### config.mk
export PLATFORM = sky130hd
export DESIGN_NAME = fetch_unit
export DESIGN_NICKNAME = d
export VERILOG_FILES = /design/src/rtl/fetch_pkg.sv /design/src/rtl/fetch_unit.sv
export SDC_FILE = /design/constraint.sdc
export NUM_CORES = 1
export LEC_CHECK = 0
export CORE_MARGIN = 2
export CORE_UTILIZATION = 45
export CTS_CLUSTER_DIAMETER = 40
export DETAILED_ROUTE_END_ITERATION = 7
export HOLD_SLACK_MARGIN = 0.02
export PLACE_DENSITY = 0.89
export SYNTH_ARGS = -nofsm -noshare
export SYNTH_HDL_FRONTEND = slang
export SYNTH_SLANG_ARGS = --single-unit
### constraint.sdc
create_clock -name clk -period 4.6 [get_ports clk]
set_input_delay 1.15 -clock clk [delete_from_list [all_inputs] [get_ports clk]]
set_output_delay 1.15 -clock clk [all_outputs]
set_load 0.02 [all_outputs]
### src/rtl/fetch_pkg.sv
// fetch_pkg: shared state encoding and constants for the fetch stage
package fetch_pkg;
  typedef enum logic [1:0] {
    S_BOOT = 2'd0,
    S_RUN  = 2'd1,
    S_HOLD = 2'd2
  } state_t;
  localparam int INSTR_BYTES = 4;
  localparam logic [31:0] NOP_INSTR = 32'h0000_0013;
endpackage

### src/rtl/fetch_unit.sv
// fetch_unit: owns the PC, issues imem reads and presents {pc, instr, valid} to IF/ID
// FETCH_PERF_EN adds fetch_cnt/stall_cnt performance counters
module fetch_unit
  import fetch_pkg::*;
#(
  parameter int XLEN = 32,
  parameter logic [XLEN-1:0] RESET_PC = '0
) (
  input  logic            clk,
  input  logic            rst,
  input  logic            stall,
  input  logic            redirect_en,
  input  logic [XLEN-1:0] redirect_pc,
  output logic [XLEN-1:0] imem_addr,
  input  logic [XLEN-1:0] imem_rdata,
  output logic [XLEN-1:0] if_pc,
  output logic [XLEN-1:0] if_instr,
  output logic            if_valid,
  output logic            if_misaligned
`ifdef FETCH_PERF_EN
  ,
  output logic [31:0]     fetch_cnt,
  output logic [31:0]     stall_cnt
`endif
);
  state_t state, state_nxt;
  logic [XLEN-1:0] fetch_pc, resp_pc, tgt;
  logic resp_valid, resp_mis, boot, redir, hold;
  assign boot  = state == S_BOOT;
  assign redir = redirect_en && !boot;
  assign hold  = stall && !boot && !redirect_en;
  assign tgt   = {redirect_pc[XLEN-1:2], 2'b00};
  always_ff @(posedge clk)
    state <= rst ? S_BOOT : state_nxt;
  always_comb
    state_nxt = redir ? S_RUN : hold ? S_HOLD : S_RUN;
  // replaying resp_pc while stalled keeps imem_rdata on the held instruction
  always_comb begin
    imem_addr     = redir ? tgt : hold ? resp_pc : fetch_pc;
    if_pc         = resp_pc;
    if_instr      = imem_rdata;
    if_valid      = resp_valid;
    if_misaligned = resp_mis;
  end
  always_ff @(posedge clk)
    if (rst) begin
      fetch_pc   <= RESET_PC;
      resp_pc    <= '0;
      resp_valid <= 1'b0;
      resp_mis   <= 1'b0;
    end else if (redir) begin
      resp_pc    <= tgt;
      fetch_pc   <= tgt + XLEN'(INSTR_BYTES);
      resp_valid <= 1'b1;
      resp_mis   <= |redirect_pc[1:0];
    end else if (!hold) begin
      resp_pc    <= fetch_pc;
      fetch_pc   <= fetch_pc + XLEN'(INSTR_BYTES);
      resp_valid <= 1'b1;
      resp_mis   <= 1'b0;
    end
`ifdef FETCH_PERF_EN
  always_ff @(posedge clk)
    if (rst) begin
      fetch_cnt <= '0;
      stall_cnt <= '0;
    end else begin
      fetch_cnt <= fetch_cnt + 32'(state == S_RUN && !stall && !redirect_en && resp_valid);
      stall_cnt <= stall_cnt + 32'(stall && !redirect_en);
    end
`endif
endmodule
Word-level counts from Yosys, hierarchy flattened --
Index checks and enable logic that the tools add are counted.
Cells by class: $add $sub $neg 2, equal/unequal tests 1, mux-type cells 10, reduce and logical (&&, ||, !) cells 8
Operators with widths (number):
- $mux W32 | 4
- $add A32 B3 Y32 const B | 2
- $mux W1 | 5
- $reduce_or A2 Y1 | 2
- $logic_and A1 B1 Y1 | 3
- $logic_not A1 Y1 | 2
- $logic_not A2 Y1 | 1
- $mux W2 | 1
- $ne A2 B2 Y1 const B | 1
Word-level totals: flip-flop bits (word level) 68, input bits 68, output and inout bits 98, logic and storage cells 27

Longest topological paths before layout --
Gate-level depths: netlist of the first run.
depth after elaboration 6, depth in mapped cells 15, depth with buffers taken out 10

Worst setup path before layout of the first run --
OpenSTA, ideal clock, no wires.
kind input -> register, start input redirect_en, end register fetch_pc[26], library setup time 0.070 ns, arrival time 4.141 ns, data required time 4.530 ns, path slack 0.388 ns, cell stages on the path 14, buffers on the path 5, path through o21ai_1 > buf_2 > clkbuf_1 > clkbuf_1 > buf_2 > a21o_1 > ha_1 > buf_2 > nand4_1 > or4_1 > a22oi_2 > a21boi_1 > mux2_2 > a21oi_1
On the way: word-level cells in the longest chain between the ends 3, elaborated cells between the ends (all ways) 5, classes of those cells eq/ne (1); mux (1); reduce/logical (3)
Ends and longest elaborated chain:
- start, declared | RTL line fetch_unit.sv:12 | input logic redirect_en,
- $logic_not A1 Y1 | RTL line fetch_unit.sv:31 | assign hold = stall && !boot && !redirect_en;
- $logic_and A1 B1 Y1 | RTL line fetch_unit.sv:31
- $ne A2 B2 Y1 (no source line)
- end signal, assigned | RTL line fetch_unit.sv:53 | fetch_pc <= tgt + XLEN'(INSTR_BYTES);
- end signal, assigned | RTL line fetch_unit.sv:58 | fetch_pc <= fetch_pc + XLEN'(INSTR_BYTES);
- end, declared | RTL line fetch_unit.sv:27 | logic [XLEN-1:0] fetch_pc, resp_pc, tgt;
Several ways; a longest one is shown, not always the timed one. A chain may end at the register's enable or synchronous reset.

Worst setup path after layout of the first run --
start input redirect_en, end output imem_addr[30]
On the way: word-level cells in the longest chain between the ends 4, elaborated cells between the ends (all ways) 5, classes of those cells mux (2); reduce/logical (3)
Ends and longest elaborated chain:
- $logic_not A1 Y1 | RTL line fetch_unit.sv:31
- $logic_and A1 B1 Y1 | RTL line fetch_unit.sv:31
- $mux W32
- $mux W32 (*)
- end, declared | RTL line fetch_unit.sv:14 | output logic [XLEN-1:0] imem_addr,
Mark *: on every way between the ends. The rest lies on a longest branch, timed or not.

==> results.md, run 1 <==
- CP max FO: 23
- Hold EP: if_misaligned$_SDFFE_PP0P_
- Post-CTS Setup Bufs: 0
- Leak: 1.918 nW
- Dominant cells by area after synthesis: dfxtp_1 (31%), buf_4 (5.6%), nand2_1 (5.5%), nor2_1 (5.4%), a211oi_1 (4.9%)
- Vias/cell: 6.066
- Final Power: 1.609 mW
- Drc violations: 0
- Synth-to-layout area growth: 27.06%
- Routed via count: 4683
- Largest net degree at the start of global routing: 62
- Cells after DPL: 756
- Min Hold Slack: 461.0 ps
- Slew Limit Fails: 0
- Max Cap Viol: 0
- Worst-Margin Slew: 652.7 ps
- Gate Count Post-Synth: 580
- Die height: 101.4 um
- RSZ-0062 raised after global routing: no
- Final hold viol count: 0
- Congestion Overflow GR: 0
- ANT cells: 0
- Pwr/cell area: 296.6 nW/um2
- Post-route minimum period: 4426 ps
- Reg2Reg Depth: 9
- FP Rows: 35
- Reg2reg end: fetch_pc[26]$_SDFFE_PP0P_
- Synth Flop Type: dfxtp_1
- CTS tree: yes
- Endpoints failing setup: 0
- Clock transition at path regs: 80 ps
- WP data arrival: 3280 ps
- Initial Utilization: 0.4619
- Iteration-0 DRC Markers: 227
- HP Start: if_misaligned$_SDFFE_PP0P_
- Top-area cell type share of the netlist area: 0.3096
- Post-route insts no fill: 772
- First-pass GRT wire length: 20.69 mm
- Design Area, Final: 5423 um2
- Setup TNS: 0 ps
- TritonCTS Sinks: 66
- CTS Hold Bufs: 0
- Fraction of layout cells with a size suffix above 1: 0.08243
- HPWL after DPL: 8.807 mm
- Hold depth: 2
- Syn Area/Cell: 7.358 um2
- CORE AREA: 9240 um2
- DR pass1 iterations: 5
- Clock latency on the worst-skew pair: 360 ps
- CTS root buffer: clkbuf_8
- HP Class: reg -> reg
- CTS max path bufs: 2
- EDFF count, synth: 0
- Filler Cells Inserted: 839
- Syn nets: 649
- Clock H-tree levels: 3
- CTS resizes: 0
- Crit end category: output pin
- Gr usage total: 0.2476
- DP Area: 5219 um2
- Seq cells post-synth: 66
- Max_slew headroom: 0.5632
- Final WL: 13.02 mm
- Layout Nets: 707
- Antenna violations before repair: 0
- Worst reg2reg path startpoint: state[1]$_SDFF_PP0_
- Synth warn: 0
- Final ANT Viol Nets: 0
- Register area share after synthesis: 0.3096
- Tcrit/Tclk final: 0.9622
- Post-Syn Area: 4268 um2
- Final setup skew: 10.56 ps
- R2r setup slk: 1430 ps
- CP startpoint kind: primary input
- I/O pin count: 166
- Area leader, netlist: dfxtp_1
- Die area: 10280 um2
- Async S/R FF share, synth: 0
- Post-synthesis cell type count: 57
- Maximum clock rate: 225.9 MHz
- Routed len/inst: 16.86 um
- Worst VDD drop: 0.0001946 V
- CP Class: in -> out
- Clock buffer count from CTS: 9
- Status: finished clean
- Worst EP required: 3450 ps
- Die X: 101.4 um
- GP Congestion: 0.8736
- Vias in the first global route: 4413
- Port Buffers: 101
cell type report:
cell class	count	area, um2	area share
clock inverter	5	52.55	0.009691
tap	129	161.4	0.02976
sequential	66	1321	0.2437
inverter	5	18.77	0.003461
multi-input combinational	437	2539	0.4682
clock buffer	11	151.4	0.02792
timing repair buffer	119	1179	0.2174
where the power goes:
group          switching [mW]  total (mW)  internal (mW)  leakage (nW)
registers              0.0415       0.651          0.610         0.542
clock network           0.244       0.522          0.277         0.105
logic                   0.236       0.436          0.200          1.27
total                   0.522        1.61           1.09          1.92
synth_stat cells (all sizes together) (4+ instances only):
cell	instances
dfxtp	66
nand2	62
nor2	61
buf	45
a21oi	41
o21ai	39
nor3	29
a211oi	28
clkbuf	27
nand3	25
and2	14
nor4	14
nand4	11
o22ai	10
a31oi	9
nor2b	9
mux2	8
a221o	7
a21o	6
mux2i	6
o211ai	6
and3	5
and4	5
inv	5
a22oi	4
or4	4
critical path, cell delays in order:
cell             delay, ps
clkdlybuf4s50_1        580
o21a_2                 280
buf_4                  290
and2_1                 230
a221o_1                140
clkdlybuf4s50_1        600
per-layer routing:
| metal | track usage | vias to the layer above | wire length [um] |
|---|---|---|---|
| li1 | - | 2230 | - |
| met1 | 0.3123 | 2169 | 5342 |
| met5 | 0 | - | 0 |
| met4 | 0.08732 | 0 | 226 |
| met3 | 0.05314 | 33 | 1098 |
| met2 | 0.4182 | 251 | 6349 |
worst max-delay path by stage:
stage	to	slack (ps)	start
finish	imem_addr[30]	170	redirect_en
global route	imem_addr[7]	50	redirect_en
CTS	imem_addr[30]	190	redirect_en
detailed placement	imem_addr[30]	210	redirect_en
global placement	imem_addr[30]	260	redirect_en
floorplan	fetch_pc[26]$_SDFFE_PP0P_	390	redirect_en
flip-flops by register name (all words and copies together) (netlist names):
register and count:
if_misaligned 1, if_pc 32, if_valid 1, state 2, fetch_pc 30
through the flow:
step,utilization,setup slack [ps]
global placement,0.5648,263.1
global route,0.5869,49.98
floorplan,-,388.3
CTS,0.5869,185.4
detailed placement,0.5648,214.7
finish,0.5869,173.8
logic make-up (layout without fill, tap and decap cells):
kind of cell               count (synthesis)  count (layout)  synth area share
and+or+nand+nor                          246             246            0.2797
buffers and inverters                     77             140           0.09968
xor gates and xnor gates                   3               3          0.006158
AOI/OAI and AO/OA                        173             173            0.2659
adders and majority gates                  1               1          0.002931
muxes                                     14              14           0.03606
DFF                                       66              66            0.3096
cell usage in the layout (no fill, tap or decap), types with 5 or more instances in the layout:
cell type	Yosys	final
clkdlybuf4s50_1	0	100
dfxtp_1	66	66
nand2_1	62	62
nor2_1	61	61
a21oi_1	40	40
o21ai_0	38	38
nor3_1	29	29
a211oi_1	28	28
nand3_1	24	24
buf_4	32	15
and2_1	14	14
nor4_1	14	14
nand4_1	11	11
clkbuf_8	0	11
o22ai_1	10	10
a31oi_1	9	9
nor2b_1	9	8
a221o_1	7	7
mux2_2	7	7
a21o_1	6	6
mux2i_1	6	6
o211ai_1	6	6
and4_1	5	5
and3_1	5	5
inv_1	5	5
Power figures use the tool's default switching activity.
==> run 2, diff against run 1 <==
==> constraint.sdc (replaced) <==
create_clock -name clk -period 4.1 [get_ports clk]
set_input_delay 1.025 -clock clk [delete_from_list [all_inputs] [get_ports clk]]
set_output_delay 1.025 -clock clk [all_outputs]
set_load 0.02 [all_outputs]
==> results.md, run 2 (same netlist as run 1, synthesis figures left out) <==
- DP Area: 5291 um2 (was 5219 um2)
- Final ANT Viol Nets: 0 (unchanged)
- Fraction of layout cells with a size suffix above 1: 0.09063 (was 0.08243)
- CTS root buffer: clkbuf_8 (unchanged)
- Gr usage total: 0.2519 (was 0.2476)
- Port Buffers: 101 (unchanged)
- DR pass1 iterations: 5 (unchanged)
- Clock H-tree levels: 3 (unchanged)
- CP Class: in -> out (unchanged)
- Clock network power share: 0.340 (was 0.324)
- Max FFs per register: 32 (unchanged)
- Design Area, Final: 5562 um2 (was 5423 um2)
- P_int: 1.286 mW (was 1.087 mW)
- Clock buffer count from CTS: 9 (unchanged)
- Post-route minimum period: 3986 ps
- Crit-path cells: clkdlybuf4s50_1, o21a_1, nor2b_2, buf_4, a221o_1, clkdlybuf4s50_1 (was clkdlybuf4s50_1, o21a_2, buf_4, and2_1, a221o_1, clkdlybuf4s50_1)
- Initial Utilization: 0.4619 (unchanged)
- WP data arrival: 2960 ps (was 3280 ps)
- Antenna violations before repair: 0 (unchanged)
- Vias in the first global route: 4426 (was 4413)
- Setup TNS: 0 ps (unchanged)
- Min Hold Slack: 475.7 ps (was 461.0 ps)
- Max_slew headroom: 0.5580 (was 0.5632)
- HP Class: reg -> reg (unchanged)
- Final setup skew: 9.345 ps (was 10.56 ps)
- Iteration-0 DRC Markers: 268 (was 227)
- Synth-to-layout area growth: 30.31% (was 27.06%)
- Worst EP required: 3070 ps (was 3450 ps)
- First-pass GRT wire length: 21.03 mm (was 20.69 mm)
- Maximum clock rate: 250.9 MHz
- I/O pin count: 166 (unchanged)
- Post-CTS Setup Bufs: 0 (unchanged)
- CORE AREA: 9240 um2 (unchanged)
- Endpoints failing setup: 0 (unchanged)
- Most frequent cells in the layout: clkdlybuf4s50_1 (87), dfxtp_1 (66), nand2_1 (62) (was clkdlybuf4s50_1 (100), dfxtp_1 (66), nand2_1 (62))
- Routed len/inst: 16.78 um (was 16.86 um)
- CTS max path bufs: 2 (unchanged)
- Die X: 101.4 um (unchanged)
- CTS tree: yes (unchanged)
- Congestion Overflow GR: 0 (unchanged)
- FP Rows: 35 (unchanged)
- Die area: 10280 um2 (unchanged)
- Clock transition at path regs: 70 ps (was 80 ps)
- CP max FO: 23 (unchanged)
- GP Congestion: 0.8756 (was 0.8736)
- CP startpoint kind: primary input (unchanged)
- Clock latency on the worst-skew pair: 350 ps (was 360 ps)
- Routed via count: 4779 (was 4683)
- Worst-Margin Slew: 662.9 ps (was 652.7 ps)
- Slew Limit Fails: 0 (unchanged)
- Critical Path Most Common Cell: clkdlybuf4s50_1 (unchanged)
- Sw Share: 0.3080 (was 0.3243)
- ANT cells: 0 (unchanged)
- Tcrit/Tclk final: 0.9722
- Pwr/cell area: 334.2 nW/um2 (was 296.6 nW/um2)
- HPWL after DPL: 8.905 mm (was 8.807 mm)
- Filler Cells Inserted: 817 (was 839)
- Layout Nets: 716 (was 707)
- Flop pwr share: 0.394 (was 0.405)
- CP max-delay cell: clkdlybuf4s50_1 (unchanged)
- CP peak stage delay: 610 ps (was 600 ps)
- Worst VDD drop: 0.0001582 V (was 0.0001946 V)
- Final WL: 13.09 mm (was 13.02 mm)
- Vias/cell: 6.127 (was 6.066)
- Drc violations: 0 (unchanged)
- Status: finished clean (unchanged)
- Max Cap Viol: 0 (unchanged)
- Crit end category: output pin (unchanged)
- Die height: 101.4 um (unchanged)
- RSZ-0062 raised after global routing: no (unchanged)
- Comb pwr share: 0.266 (was 0.271)
- Final hold viol count: 0 (unchanged)
- Largest net degree at the start of global routing: 50 (was 62)
- Leak: 2.146 nW (was 1.918 nW)
- Net Switching: 572.6 uW (was 521.6 uW)
- Commonest non-fill, non-tap cell in the layout: clkdlybuf4s50_1 (unchanged)
- Final Util: 0.6019 (was 0.5869)
- TritonCTS Sinks: 66 (unchanged)
-- run 2: cell count changes in the layout (fill, tap and decap cells not counted), sizes merged --
cell and change:
clkdlybuf4s50 -13, dlymetal6s2s +13, buf +8, clkinv -3, clkbuf +2, bufinv +1, clkinvlp -1, o21ai +1
-- run 2: metal layers --
layer	up-vias	wire length, um	global-route usage
met5	-	0	0
met4	0	256	0.1008
met3	35	1028	0.04072
met2	239	6272	0.4208
met1	2254	5530	0.3247
li1	2251	-	-
-- run 2: through the flow --
stage / worst slack (ps) / instances / total power, mW
detailed placement: 19.75 / 764 / 1.235
CTS: 12.90 / 779 / 1.857
finish: 114.0 / 780 / 1.859
floorplan: 13.32 / 580 / 1.050
global route: 16.47 / 780 / 1.938
global placement: 56.94 / 764 / 1.222
-- run 2: final timing paths --
kind                              start                         end  slack (ps)  cells past startpoint
max reg2reg         state[1]$_SDFF_PP0_   fetch_pc[26]$_SDFFE_PP0P_        1120                      9
min          if_misaligned$_SDFFE_PP0P_  if_misaligned$_SDFFE_PP0P_         480                      2
max                               stall               imem_addr[27]         110                      6
min reg2reg  if_misaligned$_SDFFE_PP0P_  if_misaligned$_SDFFE_PP0P_         480                      2
-- run 2: worst max-delay path, delay by kind of cell --
family | cells | cell delay (ps)
buffers and inverters | 3 | 1350
AND/OR/NAND/NOR | 1 | 180
AO/OA/AOI/OAI | 2 | 400
-- run 2: final cells by class --
type	count	area, um2	area share
Sequential cell	66	1321	0.2376
Multi-Input combinational cell	438	2554	0.4592
Clock buffer	13	158.9	0.02857
Tap cell	129	161.4	0.02902
Clock inverter	2	60.06	0.01080
Inverter	5	18.77	0.003375
Timing Repair Buffer	127	1287	0.2315
-- run 2: what timing repair did --
item,4_1_cts,5_1_grt
gates resized for setup,0,15
endpoints found under the setup margin,0,23
hold buffers,0,0
-- run 2: power groups by stage --
| stage | combinational [mW] | clock [mW] | sequential, mW |
|---|---|---|---|
| after floorplan | 0.290 | 0 | 0.759 |
| after global placement | 0.479 | 0 | 0.742 |
| after detailed placement | 0.490 | 0 | 0.745 |
| after CTS | 0.493 | 0.634 | 0.731 |
| after global routing | 0.535 | 0.664 | 0.740 |
| final | 0.494 | 0.632 | 0.733 |
==> run 3, diff against run 2 <==
--- a/config.mk
+++ b/config.mk
@@ -5,6 +5,7 @@
 export SDC_FILE = /design/constraint.sdc
 export NUM_CORES = 1
 export LEC_CHECK = 0
+export CORE_ASPECT_RATIO = 0.7
 export CORE_MARGIN = 2
 export CORE_UTILIZATION = 45
 export CTS_CLUSTER_DIAMETER = 40
==> results.md, run 3 (same netlist as run 1, synthesis figures left out) <==
- Status: finished clean (unchanged)
- Maximum clock rate: 249.4 MHz (was 250.9 MHz)
- Endpoints failing setup: 0 (unchanged)
- Max FFs per register: 32 (unchanged)
- Slew Limit Fails: 0 (unchanged)
- Gr usage total: 0.2606 (was 0.2519)
- Clock transition at path regs: 50 ps (was 70 ps)
- Reg2Reg Depth: 9 (unchanged)
- Commonest non-fill, non-tap cell in the layout: clkdlybuf4s50_1 (unchanged)
- Vias in the first global route: 4472 (was 4426)
- Leak: 2.080 nW (was 2.146 nW)
- HP Start: if_misaligned$_SDFFE_PP0P_ (unchanged)
- Pre-CTS WS: 66.05 ps (was 19.75 ps)
- First-pass GRT wire length: 21.71 mm (was 21.03 mm)
- Final ANT Viol Nets: 0 (unchanged)
- Hold depth: 2 (unchanged)
- Worst VDD drop: 0.0001914 V (was 0.0001582 V)
- Drc violations: 0 (unchanged)
- Pwr/cell area: 357.0 nW/um2 (was 334.2 nW/um2)
- Iteration-0 DRC Markers: 426 (was 268)
- CP max FO: 35 (was 23)
- Final Power: 1.994 mW (was 1.859 mW)
- Reg2reg end: fetch_pc[26]$_SDFFE_PP0P_ (unchanged)
- Synth-to-layout area growth: 30.87% (was 30.31%)
- Max_slew headroom: 0.5945 (was 0.5580)
- Layout Nets: 716 (unchanged)
- Worst EP required: 3070 ps (about the same)
- CORE AREA: 9144 um2 (was 9240 um2)
- Clock buffer count from CTS: 9 (unchanged)
- Hold EP: if_misaligned$_SDFFE_PP0P_ (unchanged)
- Port Buffers: 101 (unchanged)
- FP Rows: 29 (was 35)
- HPWL after DPL: 9.505 mm (was 8.905 mm)
- Final setup skew: 5.966 ps (was 9.345 ps)
- Post-route minimum period: 4010 ps (was 3986 ps)
- DP Area: 5280 um2 (was 5291 um2)
- RSZ-0062 raised after global routing: yes (was no)
- Routed len/inst: 17.32 um (was 16.78 um)
- WP data arrival: 2980 ps (was 2960 ps)
- Final Util: 0.6108 (was 0.6019)
- CTS tree: yes (unchanged)
- Die X: 120.4 um (was 101.4 um)
- Die height: 85.48 um (was 101.4 um)
- ANT cells: 0 (unchanged)
- TritonCTS Sinks: 66 (unchanged)
- Routed via count: 4711 (was 4779)
- Final hold viol count: 0 (unchanged)
- Clock H-tree levels: 3 (unchanged)
- Worst-Margin Slew: 605.9 ps (was 662.9 ps)
- Max Cap Viol: 0 (unchanged)
- CP startpoint kind: primary input (unchanged)
- Most frequent cells in the layout: clkdlybuf4s50_1 (94), dfxtp_1 (66), nand2_1 (62) (was clkdlybuf4s50_1 (87), dfxtp_1 (66), nand2_1 (62))
- Final worst slack: 90.25 ps (was 114.0 ps)
- Vias/cell: 6.079 (was 6.127)
- CTS root buffer: clkbuf_16 (was clkbuf_8)
- Largest net degree at the start of global routing: 37 (was 50)
- Die area: 10290 um2 (was 10280 um2)
- GP Congestion: 0.9068 (was 0.8756)
- I/O pin count: 166 (unchanged)
- DR pass1 iterations: 5 (unchanged)
- CP Class: in -> out (unchanged)
- HP Class: reg -> reg (unchanged)
- Clock latency on the worst-skew pair: 340 ps (was 350 ps)
- Fraction of layout cells with a size suffix above 1: 0.09063 (unchanged)
- Tcrit/Tclk final: 0.9780 (was 0.9722)
- Crit end category: output pin (unchanged)
- Initial Utilization: 0.4667 (was 0.4619)
- CTS max path bufs: 2 (unchanged)
- R2r setup slk: 1140 ps (was 1120 ps)
- Filler Cells Inserted: 859 (was 817)
- Design Area, Final: 5585 um2 (was 5562 um2)
- Final WL: 13.43 mm (was 13.09 mm)
- Post-CTS Setup Bufs: 0 (unchanged)
- Congestion Overflow GR: 0 (unchanged)
- Worst reg2reg path startpoint: state[1]$_SDFF_PP0_ (unchanged)
- Antenna violations before repair: 0 (unchanged)
==> run 3: power breakdown <==
group,leakage [nW],internal (mW),switching [mW],total [mW]
Clock,0.142,0.482,0.282,0.764
Sequential,0.542,0.685,0.0475,0.733
Combinational,1.40,0.229,0.268,0.497
==> run 3: critical path, cell delays in order <==
cell	delay (ps)
clkdlybuf4s50_1	510
o21a_2	260
buf_12	220
and2_1	180
a221o_1	160
clkdlybuf4s50_1	610
==> run 3: area by class of cell <==
cell class | count | area (um2) | share of cell area
Tap cell | 124 | 155.1 | 0.02778
Clock inverter | 3 | 40.04 | 0.007168
Multi-Input combinational cell | 437 | 2539 | 0.4545
Timing Repair Buffer | 128 | 1265 | 0.2265
Inverter | 5 | 18.77 | 0.003360
Clock buffer | 12 | 246.5 | 0.04413
Sequential cell | 66 | 1321 | 0.2366
==> run 3: worst max path at each step <==
stage	slack (ps)	from	depth (start not counted)	to
2_1_floorplan	10	redirect_en	14	fetch_pc[26]$_SDFFE_PP0P_
3_3_place_gp	120	redirect_en	7	imem_addr[15]
3_5_place_dp	70	redirect_en	7	imem_addr[12]
4_1_cts	50	redirect_en	7	imem_addr[12]
5_1_grt	-7	redirect_en	6	imem_addr[27]
6_report	90	redirect_en	6	imem_addr[29]
==> run 3: repair_timing <==
action                                  CTS  global route
hold buffers                              0             0
hold endpoints to repair                  0             0
resized for setup                         0             7
endpoints found under the setup margin    0             7
==> run 3: layer usage <==
layer,wire (um),track usage
met5,0,0
met4,152,0.07082
met3,1141,0.08132
met2,5973,0.4011
met1,6158,0.3537
==> run 3: per-stage QoR <==
stage	cells	hold slack, ps	setup TNS [ps]
after global placement	760	441.4	0
after global routing	775	498.3	-7.385
after floorplan	580	465.2	0
after CTS	775	471.6	0
final	775	467.7	0
after detailed placement	760	465.9	0
